<file path="config.mk">
export PLATFORM = sky130hd
export DESIGN_NAME = multicycle_control_unit
export DESIGN_NICKNAME = d
export VERILOG_FILES = /design/src/rtl/multicycle_control_unit.sv
export SDC_FILE = /design/constraint.sdc
export NUM_CORES = 1
export LEC_CHECK = 0
export CAP_MARGIN = 20
export CORE_AREA = 2 2 53 104
export CTS_BUF_LIST = sky130_fd_sc_hd__clkbuf_4 sky130_fd_sc_hd__clkbuf_8
export DETAILED_ROUTE_END_ITERATION = 8
export DIE_AREA = 0 0 55 106
export PLACE_DENSITY = 0.84
export SYNTH_ARGS = -nofsm -noshare
export SYNTH_HDL_FRONTEND = slang
export SYNTH_SLANG_ARGS = --single-unit
</file>
<file path="constraint.sdc">
create_clock -name i_clk -period 8.7 [get_ports i_clk]
set_clock_uncertainty 0.1 [all_clocks]
set_input_delay 2.61 -clock i_clk [delete_from_list [all_inputs] [get_ports i_clk]]
set_output_delay 2.61 -clock i_clk [all_outputs]
set_load 0.01 [all_outputs]
</file>
<file path="src/rtl/multicycle_control_unit.sv">
// Moore sequencer for the multi-cycle LEGv8 core: latches the opcode on fetch
// and walks FETCH/DECODE/EXEC/MEM/WB, driving every datapath select and strobe.
module multicycle_control_unit (
  input  logic        i_clk,
  input  logic        i_rst_n,
  input  logic [10:0] i_opCode,
  input  logic        i_imemReady,
  input  logic        i_dmemReady,
  input  logic        i_ZERO,
  input  logic        i_halt,
  output logic        o_imemRd,
  output logic        o_irWr,
  output logic        o_pcWr,
  output logic        o_PCSrc,
  output logic        o_reg2Sel,
  output logic        o_rfWr,
  output logic [1:0]  o_SEU,
  output logic        o_ALUSrcB,
  output logic [3:0]  o_ALUOp,
  output logic        o_memRd,
  output logic        o_memWr,
  output logic        o_wrDataSel,
  output logic [2:0]  o_state,
  output logic        o_illegal,
  output logic [31:0] o_retired
);

  localparam int unsigned OPW  = 11;
  localparam int unsigned CNTW = 32;

  localparam logic [3:0] ALU_AND  = 4'b0000;
  localparam logic [3:0] ALU_ORR  = 4'b0001;
  localparam logic [3:0] ALU_ADD  = 4'b0010;
  localparam logic [3:0] ALU_SUB  = 4'b0110;
  localparam logic [3:0] ALU_PASS = 4'b0111;
  localparam logic [3:0] ALU_LSL  = 4'b1000;
  localparam logic [3:0] ALU_LSR  = 4'b1001;

  localparam logic [1:0] SEU_I  = 2'b00;
  localparam logic [1:0] SEU_D  = 2'b01;
  localparam logic [1:0] SEU_B  = 2'b10;
  localparam logic [1:0] SEU_CB = 2'b11;

  typedef enum logic [2:0] {
    S_FETCH  = 3'd0,
    S_DECODE = 3'd1,
    S_EXEC   = 3'd2,
    S_MEM    = 3'd3,
    S_WB     = 3'd4,
    S_TRAP   = 3'd7
  } state_e;

  typedef enum logic [2:0] {
    C_BAD  = 3'd0,
    C_R    = 3'd1,
    C_I    = 3'd2,
    C_LDUR = 3'd3,
    C_STUR = 3'd4,
    C_CBZ  = 3'd5,
    C_B    = 3'd6
  } class_e;

  function automatic class_e classify(input logic [OPW-1:0] op);
    class_e c;
    casez (op)
      11'b10001011000, 11'b11001011000, 11'b10001010000,
      11'b10101010000, 11'b11010011011, 11'b11010011010: c = C_R;
      11'b1001000100?, 11'b1101000100?:                  c = C_I;
      11'b11111000010:                                   c = C_LDUR;
      11'b11111000000:                                   c = C_STUR;
      11'b10110100???:                                   c = C_CBZ;
      11'b000101?????:                                   c = C_B;
      default:                                           c = C_BAD;
    endcase
    return c;
  endfunction

  state_e            state_q, state_d;
  logic [OPW-1:0]    opcode_q, opcode_d;
  logic              illegal_q, illegal_d;
  logic [CNTW-1:0]   retired_q;

  class_e            cls_c;
  logic [3:0]        alu_op_c;
  logic              alu_srcb_c;
  logic [1:0]        seu_c;
  logic              reg2sel_c;

  // ALU/immediate controls implied by the latched opcode; used in EXEC and held in WB
  always_comb begin
    cls_c      = classify(opcode_q);
    alu_op_c   = 4'b0000;
    alu_srcb_c = 1'b0;
    seu_c      = 2'b00;
    reg2sel_c  = 1'b0;
    case (cls_c)
      C_R: begin
        casez (opcode_q)
          11'b10001011000: alu_op_c = ALU_ADD;
          11'b11001011000: alu_op_c = ALU_SUB;
          11'b10001010000: alu_op_c = ALU_AND;
          11'b10101010000: alu_op_c = ALU_ORR;
          11'b11010011011: alu_op_c = ALU_LSL;
          11'b11010011010: alu_op_c = ALU_LSR;
          default:         alu_op_c = ALU_ADD;
        endcase
      end
      C_I: begin
        alu_op_c   = opcode_q[9] ? ALU_SUB : ALU_ADD;
        alu_srcb_c = 1'b1;
        seu_c      = SEU_I;
      end
      C_LDUR, C_STUR: begin
        alu_op_c   = ALU_ADD;
        alu_srcb_c = 1'b1;
        seu_c      = SEU_D;
        reg2sel_c  = 1'b1;
      end
      C_CBZ: begin
        alu_op_c  = ALU_PASS;
        seu_c     = SEU_CB;
        reg2sel_c = 1'b1;
      end
      C_B:     seu_c = SEU_B;
      default: ;
    endcase
  end

  // Next-state and Moore output decode
  always_comb begin
    state_d     = state_q;
    opcode_d    = opcode_q;
    illegal_d   = illegal_q;
    o_imemRd    = 1'b0;
    o_irWr      = 1'b0;
    o_pcWr      = 1'b0;
    o_PCSrc     = 1'b0;
    o_reg2Sel   = 1'b0;
    o_rfWr      = 1'b0;
    o_SEU       = 2'b00;
    o_ALUSrcB   = 1'b0;
    o_ALUOp     = 4'b0000;
    o_memRd     = 1'b0;
    o_memWr     = 1'b0;
    o_wrDataSel = 1'b0;

    case (state_q)
      S_FETCH: begin
        o_imemRd = !i_halt;
        if (i_imemReady && !i_halt) begin
          // no IR load while reset is held, even though the state reads FETCH
          o_irWr   = i_rst_n;
          opcode_d = i_opCode;
          state_d  = S_DECODE;
        end
      end
      S_DECODE: state_d = (cls_c == C_BAD) ? S_TRAP : S_EXEC;
      S_EXEC: begin
        o_ALUOp   = alu_op_c;
        o_ALUSrcB = alu_srcb_c;
        o_SEU     = seu_c;
        o_reg2Sel = reg2sel_c;
        case (cls_c)
          C_R, C_I:       state_d = S_WB;
          C_LDUR, C_STUR: state_d = S_MEM;
          C_CBZ: begin
            o_pcWr  = 1'b1;
            o_PCSrc = i_ZERO;
            state_d = S_FETCH;
          end
          C_B: begin
            o_pcWr  = 1'b1;
            o_PCSrc = 1'b1;
            state_d = S_FETCH;
          end
          default: state_d = S_TRAP;
        endcase
      end
      S_MEM: begin
        o_memRd = (cls_c == C_LDUR);
        o_memWr = (cls_c == C_STUR);
        if (cls_c != C_LDUR && cls_c != C_STUR) begin
          state_d = S_FETCH;
        end else if (i_dmemReady) begin
          if (cls_c == C_LDUR) begin
            state_d = S_WB;
          end else begin
            o_pcWr  = 1'b1;
            state_d = S_FETCH;
          end
        end
      end
      S_WB: begin
        o_ALUOp     = alu_op_c;
        o_ALUSrcB   = alu_srcb_c;
        o_SEU       = seu_c;
        o_reg2Sel   = reg2sel_c;
        o_rfWr      = 1'b1;
        o_pcWr      = 1'b1;
        o_wrDataSel = (cls_c != C_LDUR);
        state_d     = S_FETCH;
      end
      S_TRAP:  state_d = S_TRAP;
      default: state_d = S_FETCH;
    endcase

    if (state_d == S_TRAP) illegal_d = 1'b1;
  end

  always_ff @(posedge i_clk or negedge i_rst_n) begin
    if (!i_rst_n) begin
      state_q   <= S_FETCH;
      opcode_q  <= '0;
      illegal_q <= 1'b0;
      retired_q <= '0;
    end else begin
      state_q   <= state_d;
      opcode_q  <= opcode_d;
      illegal_q <= illegal_d;
      if (o_pcWr) retired_q <= retired_q + CNTW'(1);
    end
  end

  assign o_state   = 3'(state_q);
  assign o_illegal = illegal_q;
  assign o_retired = retired_q;

endmodule

</file>
======== Yosys cells after proc, flatten, opt, wreduce, memory -nomap -nowiden ========
Index checks and enable logic that the tools add are counted.
storage, ports and cells
  register bits after elaboration ......... 47
  input bits .............................. 17
  output and inout bits ................... 52
operators by class
  $add $sub $neg .......................... 1
  equality and inequality tests ........... 26
  mux-type cells .......................... 32
  reduce and logical (&&, ||, !) cells .... 14
operators by type and width
  operator                                       number
  == test 11 bit, second input constant          8
  adder 32 x 1 -> 32 bit, second input constant  1
  == test 10 bit, second input constant          2
  one-hot mux 4 bit (5 select lines)             1
  == test 3 bit, second input constant           6
  2-to-1 mux 3 bit                               6
  one-hot mux 3 bit (6 select lines)             1
  2-to-1 mux 1 bit                               16
  one-hot mux 4 bit (4 select lines)             1
  one-hot mux 3 bit (5 select lines)             1
  == test 3 x 2 -> 1 bit, second input constant  4
  OR reduction 2 bit                             5
  one-hot mux 3 bit (3 select lines)             1
  == test 8 bit, second input constant           1
  == test 3 x 1 -> 1 bit, second input constant  2
  == test 6 x 3 -> 1 bit, second input constant  1
  zero test 3 bit                                2
  one-hot mux 2 bit (3 select lines)             1
  OR reduction 3 bit                             2
  OR reduction 6 bit                             1
  2-to-1 mux 4 bit                               1
  != test 3 x 2 -> 1 bit, second input constant  1
  != test 3 bit, second input constant           1
  one-hot mux 1 bit (3 select lines)             1
  other kinds (5)                                6

======== Logic depth before layout (Yosys ltp) ========
Gate-level depths: netlist of run 1.
  depth in word-level cells ............... 9
  mapped depth ............................ 13
  mapped depth without buffers ............ 13

======== Worst setup path after synthesis of run 1 ========
No wires, ideal clock.
  kind .................................... input -> output
  from .................................... input i_halt
  to ...................................... output o_irWr
  data arrival time ....................... 3.369 ns
  data required time ...................... 5.990 ns
  setup slack ............................. 2.621 ns
  stages on the path ...................... 2
  path buffers ............................ 0
  cell sequence ........................... nor4_1 -> and3_1
between the ends
  longest elaborated chain between the ends .. 4
ends and longest elaborated chain
  item               line  source
  from (decl)        10    input logic i_halt,
  zero test 1 bit    150   if (i_imemReady && !i_halt) begin
  logical AND 1 bit  150
  2-to-1 mux 1 bit   150
  2-to-1 mux 1 bit   147   case (state_q)
  to (decl)          12    output logic o_irWr,
Every way passes these cells.

======== Worst setup path after layout of run 1 ========
  from .................................... input i_dmemReady
  to ...................................... output o_pcWr
between the ends
  longest elaborated chain between the ends .. 3
ends and longest elaborated chain
  item                                line  source
  from (decl)                         8     input logic i_dmemReady,
  2-to-1 mux 1 bit                    184   end else if (i_dmemReady) begin
  2-to-1 mux 1 bit                    182   if (cls_c != C_LDUR && cls_c != C_STUR) begin
  one-hot mux 1 bit (3 select lines)  147
  to (decl)                           13    output logic o_pcWr,
Every way passes these cells.

==> metrics.txt, run 1 <==
hold path depth=1; Worst VDD drop=0.000186 V; sinks on the clock net=47; Via density=5.69; crit path DAT=4.30 ns; crit path max-delay cell type=clkdlybuf4s50_1; Reg2Reg Launch Point=opcode_q[2]; Iteration-0 DRC Markers=29; multi-input logic area=1390 sq um; M1 WL=2330 um; final wirelength=6120 um; Synth Register Bits=47; sequential share of the synthesized area=45.0%; Setup CP Type=in2out; final hold vios=0; Min-Delay Startpoint=o_retired[31]; Pleak=1.39 nW; uppermost layer routed=met4; Syn Nets=268; vias in the first global route=2133; largest net degree at the start of global routing=49; layout cells sized above 1=12.0%; crit-path max FO=7; Max-Cap Viols=0; xor and xnor area share after synthesis=10.7%; worst rel slew slack=61.1%; crit path capture type=output port; dpl ws=1.68 ns; Initial Util=51.4%; DIE HEIGHT=106 um; fin nets=337; RR Endpoint=o_retired[11]; R2R depth=12; Post-Synth Adder-Cell Area=2.39%; fillcell total=400; run status=finished, final reports clean; HPWL Detailed=4630 um; area grow syn2layout=31.7%; Post-synth ARST share=100%; CTS Buf Count=5; Post-synth EDFFs=0; routed length on met3=192 um; Syn. warnings=0; clock-pin slew on the worst setup and hold paths=0.09 ns; Worst Tran Pin Value=0.583 ns; Post-Syn Area per Cell=10.6 sq um; Hold WC Path Type=reg2reg; setup TNS=0 ns; via count=2129; GRT Total Usage=22.7%; I/O Pins=69; crit path cell chain=clkdlybuf4s50_1 > inv_1 > o32ai_2 > o21ai_4 > nand2_2 > clkdlybuf4s50_1; setup bufs post-CTS=0; first-pass GRT wire length=9750 um; Ant. Diodes=0; Slew Limit Fails=0; post-synthesis compound-gate area fraction=9.81%; period utilization=80.6%; TritonCTS clock tree=done; Synth Area in Simple Gates=24.9%; Clock Path Buffers=2; gr ovfl total=0; Netlist Area Pre-Place=2620 sq um; core area=5090 sq um; reg-to-reg slack, setup=5.14 ns; clock root cell=clkbuf_8; Final setup viols=0; CP top delay family=buffers and inverters; Crit path largest cell delay=0.58 ns; Placer Congestion=0.844; most common cell after layout, fill and taps aside=clkdlybuf4s50_1; drt drc=0; die width=55 um; most frequent cells in the layout=clkdlybuf4s50_1, dfrtp_1, xnor2_1; RSZ-0062 raised after global routing=false; Buf/Inv on CP=3; post-CTS sizing=0; port bufs=68; CTS H-Tree Depth=2; Reg area=1180 sq um; Detail Route Antenna Nets=0; DR WL/cell=16.4 um; Core Util, Final=67.6%; most used cell, CP=clkdlybuf4s50_1; Yosys cell types=55; Hold Buf Count CTS=0; Max Fclk=143 MHz; final setup margin=1.69 ns; power density over cell area=217 nW/um^2; die area=5830 sq um; main combinational cell family by area after synthesis=simple AND/OR/NAND/NOR gates; crit path launch type=input pin; drt pass-1 iters=4; Gate Count Post-Synth=246; Top FF cell, synth=dfrtp_1; insertion delay to the later sink of the worst-skew pair=0.31 ns; FP Rows=37; Critical Path Start=i_dmemReady; Worst Path Required=5.99 ns; DR WL met2=3450 um; Period minus WS final=7.01 ns; initial antenna violation count=0; multiplexer area fraction after synthesis=5.17%; worst hold path endpoint=o_retired[31]
kinds of logic after synthesis:
logic type,count (synthesis)
buffers and inverters,11
multiplexers,12
XOR/XNOR,32
AND/OR/NAND/NOR,109
AO/OA/AOI/OAI,30
flip-flops,47
adder cells (fa/ha/maj),5
final cells by class:
class	count	area share [%]
clock buffers	5	2.00
flip-flops and latches	47	34.1
clock inverters	3	1.27
inverters	4	0.436
multi-input cells	188	40.2
repair buffers	69	19.8
well taps	58	2.11
per-stage QoR:
step	cells	cell area, sq um	hold WS, ns	power (mW)
2_1_floorplan	246	2620	0.404	0.490
5_1_grt	374	3440	0.402	0.788
3_3_place_gp	366	3330	0.363	0.582
3_5_place_dp	366	3330	0.380	0.588
6_report	374	3440	0.386	0.747
4_1_cts	374	3440	0.395	0.750
worst max-delay path by stage:
stage               endpoint  cells past startpoint  slack [ns]
floorplan             o_irWr                      2        2.62
CTS                   o_pcWr                      6        1.68
detailed placement    o_pcWr                      6        1.68
global route          o_pcWr                      6        1.61
global placement      o_pcWr                      6        1.69
finish                o_pcWr                      6        1.69
cell usage after synthesis (3+ instances only):
master / n / area, sq um
and4_1: 5 / 43.8
dfrtp_1: 47 / 1180
xor2_1: 3 / 26.3
a21oi_1: 8 / 40.0
nand3_1: 14 / 70.1
nand4_1: 9 / 56.3
inv_1: 4 / 15.0
and2_1: 3 / 18.8
o21ai_0: 5 / 25.0
and3_1: 12 / 75.1
mux2_2: 12 / 135
or2_2: 3 / 18.8
nand2_1: 24 / 90.1
or3_1: 3 / 18.8
xnor2_1: 29 / 254
ha_1: 5 / 62.6
buf_2: 3 / 15.0
nor2_1: 14 / 52.6
sequential cells by signal, summed over array words and instances, names as in the netlist:
register   flops
o_illegal      1
opcode_q      11
o_state        3
o_retired     32
power breakdown:
part | internal [mW] | total, mW | switching, mW
Sequential | 0.262 | 0.330 | 0.0684
Combinational | 0.139 | 0.255 | 0.116
Clock | 0.0856 | 0.162 | 0.0761
Total | 0.487 | 0.747 | 0.260
routing by layer:
| layer | vias up | track usage (%) |
|---|---|---|
| met3 | 13 | 2.95 |
| met4 | 0 | 10.5 |
| met2 | 57 | 41.0 |
| li1 | 1015 | - |
| met1 | 1044 | 24.1 |
| met5 | - | 0 |
No activity file was read; power rests on OpenSTA's default activity.
==> inputs of run 2 (changes only) <==
Settings changed: CORE_AREA 2 2 53 104 to 2 2 55 108, DIE_AREA 0 0 55 106 to 0 0 57 110, PLACE_DENSITY 0.84 to 0.79.
Clock period 8.7 ns to 7.3 ns, I/O delays scaled along.
==> metrics.txt, run 2 (synthesis results as in run 1) <==
most used cell, CP=clkdlybuf4s50_1 (unchanged); Buf/Inv on CP=3 (unchanged); post-CTS sizing=0 (unchanged); period utilization=84.4%; Non-Filler Instances=376 (was 374); drt pass-1 iters=4 (unchanged); setup bufs post-CTS=0 (unchanged); final setup margin=1.14 ns (was 1.69 ns); layout cells sized above 1=12.0% (unchanged); worst rel slew slack=61.4% (was 61.1%); most common cell after layout, fill and taps aside=clkdlybuf4s50_1 (unchanged); Worst Path Required=5.01 ns (was 5.99 ns); HPWL Detailed=4780 um (was 4630 um); first-pass GRT wire length=10600 um (was 9750 um); Slew Limit Fails=0 (unchanged); Min-Delay Startpoint=o_illegal (was o_retired[31]); final hold vios=0 (unchanged); Pleak=1.40 nW (was 1.39 nW); CTS Buf Count=5 (unchanged); Initial Util=48.2% (was 51.4%); crit path capture type=output port (unchanged); Period minus WS final=6.16 ns; vias in the first global route=2255 (was 2133); crit-path max FO=7 (unchanged); I/O Pins=69 (unchanged); Final Power=0.904 mW (was 0.747 mW); core area=5420 sq um (was 5090 sq um); gr ovfl total=0 (unchanged); Final setup viols=0 (unchanged); CTS H-Tree Depth=2 (unchanged); Placer Congestion=0.871 (was 0.844); Ant. Diodes=0 (unchanged); largest net degree at the start of global routing=48 (was 49); Setup CP Type=in2out (unchanged); crit path launch type=input pin (unchanged); clock root cell=clkbuf_8 (unchanged); DR WL/cell=16.8 um (was 16.4 um); worst hold path endpoint=o_illegal (was o_retired[31]); crit path max-delay cell type=clkdlybuf4s50_1 (unchanged); RR Endpoint=o_retired[15] (was o_retired[11]); Worst VDD drop=0.000218 V (was 0.000186 V); area grow syn2layout=32.0% (was 31.7%); Hold Buf Count CTS=0 (unchanged); crit path cell chain=clkdlybuf4s50_1 > inv_1 > o32ai_2 > o21ai_4 > nand2_2 > clkdlybuf4s50_1 (unchanged); Max-Cap Viols=0 (unchanged); Max Fclk=162 MHz; fin nets=337 (unchanged); TritonCTS clock tree=done (unchanged); port bufs=68 (unchanged); reg-to-reg slack, setup=3.75 ns (was 5.14 ns); via count=2107 (was 2129); max reg flops=32 (unchanged); crit path DAT=3.87 ns (was 4.30 ns); setup TNS=0 ns (unchanged); Cells after DPL=368 (was 366); Hold WC Path Type=reg2reg (unchanged); sinks on the clock net=47 (unchanged); initial antenna violation count=0 (unchanged); insertion delay to the later sink of the worst-skew pair=0.32 ns (was 0.31 ns); final wirelength=6330 um (was 6120 um); Iteration-0 DRC Markers=100 (was 29); Worst Tran Pin Value=0.580 ns (was 0.583 ns); drt drc=0 (unchanged); FP Rows=38 (was 37); Detail Route Antenna Nets=0 (unchanged); Reg2Reg Launch Point=opcode_q[0] (was opcode_q[2]); Clock Path Buffers=2 (unchanged); RSZ-0062 raised after global routing=false (unchanged); die area=6270 sq um (was 5830 sq um); most frequent cells in the layout=clkdlybuf4s50_1, dfrtp_1, xnor2_1 (unchanged); die width=57 um (was 55 um); hold path depth=1 (unchanged); Via density=5.60 (was 5.69); Crit path largest cell delay=0.58 ns (about the same); clock-pin slew on the worst setup and hold paths=0.08 ns (was 0.09 ns); power density over cell area=262 nW/um^2 (was 217 nW/um^2); dpl ws=1.15 ns (was 1.68 ns); run status=finished, final reports clean (unchanged); GRT Total Usage=22.0% (was 22.7%); R2R depth=12 (unchanged); CP top delay family=buffers and inverters (unchanged); DIE HEIGHT=110 um (was 106 um)
-- run 2: cell type report --
type / count / area, sq um
clock buffers: 6 / 82.6
clock inverters: 2 / 35.0
fillers: 471 / 1970
inverters: 4 / 15.0
multi-input cells: 188 / 1390
flip-flops and latches: 47 / 1180
well taps: 60 / 75.1
repair buffers: 69 / 683
-- run 2: where the power goes --
part	internal [mW]	leakage, nW	switching (mW)
logic	0.166	0.723	0.140
registers	0.312	0.612	0.0851
clock network	0.111	0.0612	0.0909
total	0.589	1.40	0.316
-- run 2: worst reg2reg max path, stage by stage, from the launching register on --
cell	delay, ns
dfrtp_1	0.42
nand4bb_4	0.23
or4_1	0.54
nor3b_1	0.28
a211oi_1	0.09
nand2_1	0.13
ha_1	0.30
nor2_1	0.15
o32ai_2	0.34
o21ai_4	0.18
a21boi_4	0.36
nand4_1	0.17
xnor2_1	0.16
-- run 2: worst max-delay path by stage --
stage                           start     end  slack, ns  cells past startpoint
after floorplan                i_halt  o_irWr       2.06                      2
after global placement    i_dmemReady  o_pcWr       1.16                      6
after detailed placement  i_dmemReady  o_pcWr       1.15                      6
after CTS                 i_dmemReady  o_pcWr       1.14                      6
after global routing      i_dmemReady  o_pcWr       1.04                      6
final                     i_dmemReady  o_pcWr       1.14                      6
-- run 2: layer usage --
layer	part of all wire [%]	routed length [um]	global-route usage, %
met3	4.3	273	4.55
met4	2.2	142	10.3
met5	0	0	0
met2	57	3620	41.4
met1	36	2300	22.8
-- run 2: through the flow --
step / hold WS (ns) / utilization [%] / cell area, sq um
floorplan: 0.404 / - / 2620
global placement: 0.353 / 61.5 / 3330
detailed placement: 0.355 / 61.5 / 3330
CTS: 0.378 / 63.7 / 3450
global route: 0.403 / 63.7 / 3450
finish: 0.373 / 63.7 / 3450
==> inputs of run 3 (changes only) <==
Settings changed: CORE_AREA 2 2 55 108 to 2 2 57 113, DIE_AREA 0 0 57 110 to 0 0 59 115, PLACE_DENSITY 0.79 to 0.76.
Clock period 7.3 ns to 4.9 ns, I/O delays scaled along.
==> metrics.txt, run 3 (synthesis results as in run 1) <==
run status=finished, final reports clean (unchanged); DIE HEIGHT=115 um (was 110 um); die width=59 um (was 57 um); Hold WS=0.370 ns (was 0.373 ns); final hold vios=0 (unchanged); Non-Filler Instances=382 (was 376); I/O Pins=69 (unchanged); Max Fclk=213 MHz; via count=2117 (was 2107); Buf/Inv on CP=2 (was 3); max reg flops=32 (unchanged); fillcell total=516 (was 471); FP Rows=40 (was 38); clock root cell=clkbuf_8 (unchanged); Worst VDD drop=0.000248 V (was 0.000218 V); CTS Buf Count=5 (unchanged); crit path cell chain=nand4bb_4 > or4_4 > nor3b_4 > a211oi_1 > nand2_1 > inv_1 > ha_1 > o21ai_1 > o21ai_1 > and2_1 > clkdlybuf4s50_1 (was clkdlybuf4s50_1 > inv_1 > o32ai_2 > o21ai_4 > nand2_2 > clkdlybuf4s50_1); Clock Path Buffers=2 (unchanged); period utilization=95.7%; setup TNS=0 ns (unchanged); most common cell after layout, fill and taps aside=clkdlybuf4s50_1 (unchanged); Hold Buf Count CTS=0 (unchanged); die area=6790 sq um (was 6270 sq um); crit path capture type=output port (unchanged); Pleak=1.46 nW (was 1.40 nW); largest net degree at the start of global routing=48 (unchanged); Via density=5.54 (was 5.60); drt pass-1 iters=4 (unchanged); layout cells sized above 1=15.4% (was 12.0%); final instance area=3510 sq um (was 3450 sq um); Cells after DPL=374 (was 368); HPWL Detailed=4350 um (was 4780 um); Period minus WS final=4.69 ns; crit-path max FO=5 (was 7); crit path DAT=3.12 ns (was 3.87 ns); Initial Util=44.3% (was 48.2%); first-pass GRT wire length=9780 um (was 10600 um); Core Util, Final=59.4% (was 63.7%); Final Power=1.30 mW (was 0.904 mW); reg-to-reg slack, setup=1.54 ns (was 3.75 ns); final wirelength=5780 um (was 6330 um); area grow syn2layout=34.1% (was 32.0%); Placer Congestion=0.866 (was 0.871); clock-pin slew on the worst setup and hold paths=0.08 ns (about the same); GRT Total Usage=17.9% (was 22.0%); crit path max-delay cell type=or4_4 (was clkdlybuf4s50_1); port bufs=68 (unchanged); insertion delay to the later sink of the worst-skew pair=0.29 ns (was 0.32 ns); CP top delay family=simple AND/OR/NAND/NOR gates (was buffers and inverters); Worst Tran Pin Value=0.578 ns (was 0.580 ns); initial antenna violation count=0 (unchanged); most frequent cells in the layout=clkdlybuf4s50_1, dfrtp_1, xnor2_1 (unchanged); fin nets=340 (was 337); Max-Cap Viols=0 (unchanged); Detail Route Antenna Nets=0 (unchanged); DR WL/cell=15.1 um (was 16.8 um); TritonCTS clock tree=done (unchanged); drt drc=0 (unchanged); worst rel slew slack=61.5% (was 61.4%); DP Area=3360 sq um (was 3330 sq um); Slew Limit Fails=0 (unchanged); power density over cell area=372 nW/um^2 (was 262 nW/um^2); Hold WC Path Type=reg2reg (unchanged); Iteration-0 DRC Markers=114 (was 100); Setup CP Type=reg2out (was in2out); crit path launch type=flop (was input pin); Final setup viols=0 (unchanged); gr ovfl total=0 (unchanged); sinks on the clock net=47 (unchanged); Ant. Diodes=0 (unchanged); final setup margin=0.210 ns (was 1.14 ns); core area=5910 sq um (was 5420 sq um); dpl ws=0.267 ns (was 1.15 ns); Worst Path Required=3.33 ns (was 5.01 ns); vias in the first global route=2106 (was 2255); Crit path largest cell delay=0.54 ns (was 0.58 ns); most used cell, CP=o21ai_1 (was clkdlybuf4s50_1); CTS H-Tree Depth=2 (unchanged)
run 3: cell types whose count changed in the layout (fill, tap and decap cells not counted), moves of 3 or more:
cell and delta:
ha_2 +3, o21ai_1 +3, buf_4 +3, clkdlybuf4s50_1 -3
o21ai_0 -3, ha_1 -3, dlymetal6s2s_1 +3
run 3: worst reg2reg max path, cell delays in order (launching register included):
cell and delay, ns:
dfrtp_1 0.49, nor4bb_2 0.33, nand3b_1 0.12, or3_1 0.32, a21oi_1 0.15, a21oi_1 0.09, inv_1 0.12, ha_2 0.26
nor2_4 0.06, o32ai_2 0.31, o21ai_4 0.12, buf_4 0.19, a21boi_4 0.31, nand4_1 0.16, xnor2_1 0.15
run 3: what timing repair did:
action | 4_1_cts | 5_1_grt
setup buffers | 0 | 0
pin swaps | 0 | 2
endpoints found under the hold margin | 0 | 0
gates resized for setup | 2 | 14
setup endpoints to repair | 3 | 5
run 3: cell type report:
cell class	count	area (sq um)	share of cell area, %
sequential	47	1180	33.5
clock buffer	7	90.1	2.57
clock inverter	1	8.76	0.250
multi-input combinational	188	1430	40.6
inverter	4	15.0	0.428
tap	63	78.8	2.25
timing repair buffer	72	713	20.3
run 3: layer usage:
| metal | vias up | wire length [um] | track usage (%) |
|---|---|---|---|
| met5 | - | 0 | 0 |
| met4 | 0 | 23 | 3.94 |
| met3 | 2 | 262 | 2.81 |
| met2 | 59 | 2990 | 29.7 |
| met1 | 1031 | 2500 | 24.4 |
| li1 | 1025 | - | - |
run 3: report_power, final:
part / internal [mW] / switching [mW] / leakage, nW / total, mW
Sequential: 0.465 / 0.126 / 0.612 / 0.590
Clock: 0.121 / 0.123 / 0.0519 / 0.244
Combinational: 0.258 / 0.212 / 0.798 / 0.470
Total: 0.844 / 0.461 / 1.46 / 1.30
run 3: final timing paths:
| path | startpoint | end | cells after the start |
|---|---|---|---|
| max | opcode_q[2] | o_ALUSrcB | 11 |
| max reg2reg | opcode_q[8] | o_retired[15] | 14 |
| min in group asynchronous | i_rst_n | o_retired[4] | 2 |
| min | o_illegal | o_illegal | 1 |
| max in group asynchronous | i_rst_n | opcode_q[9] | 2 |
| min reg2reg | o_illegal | o_illegal | 1 |
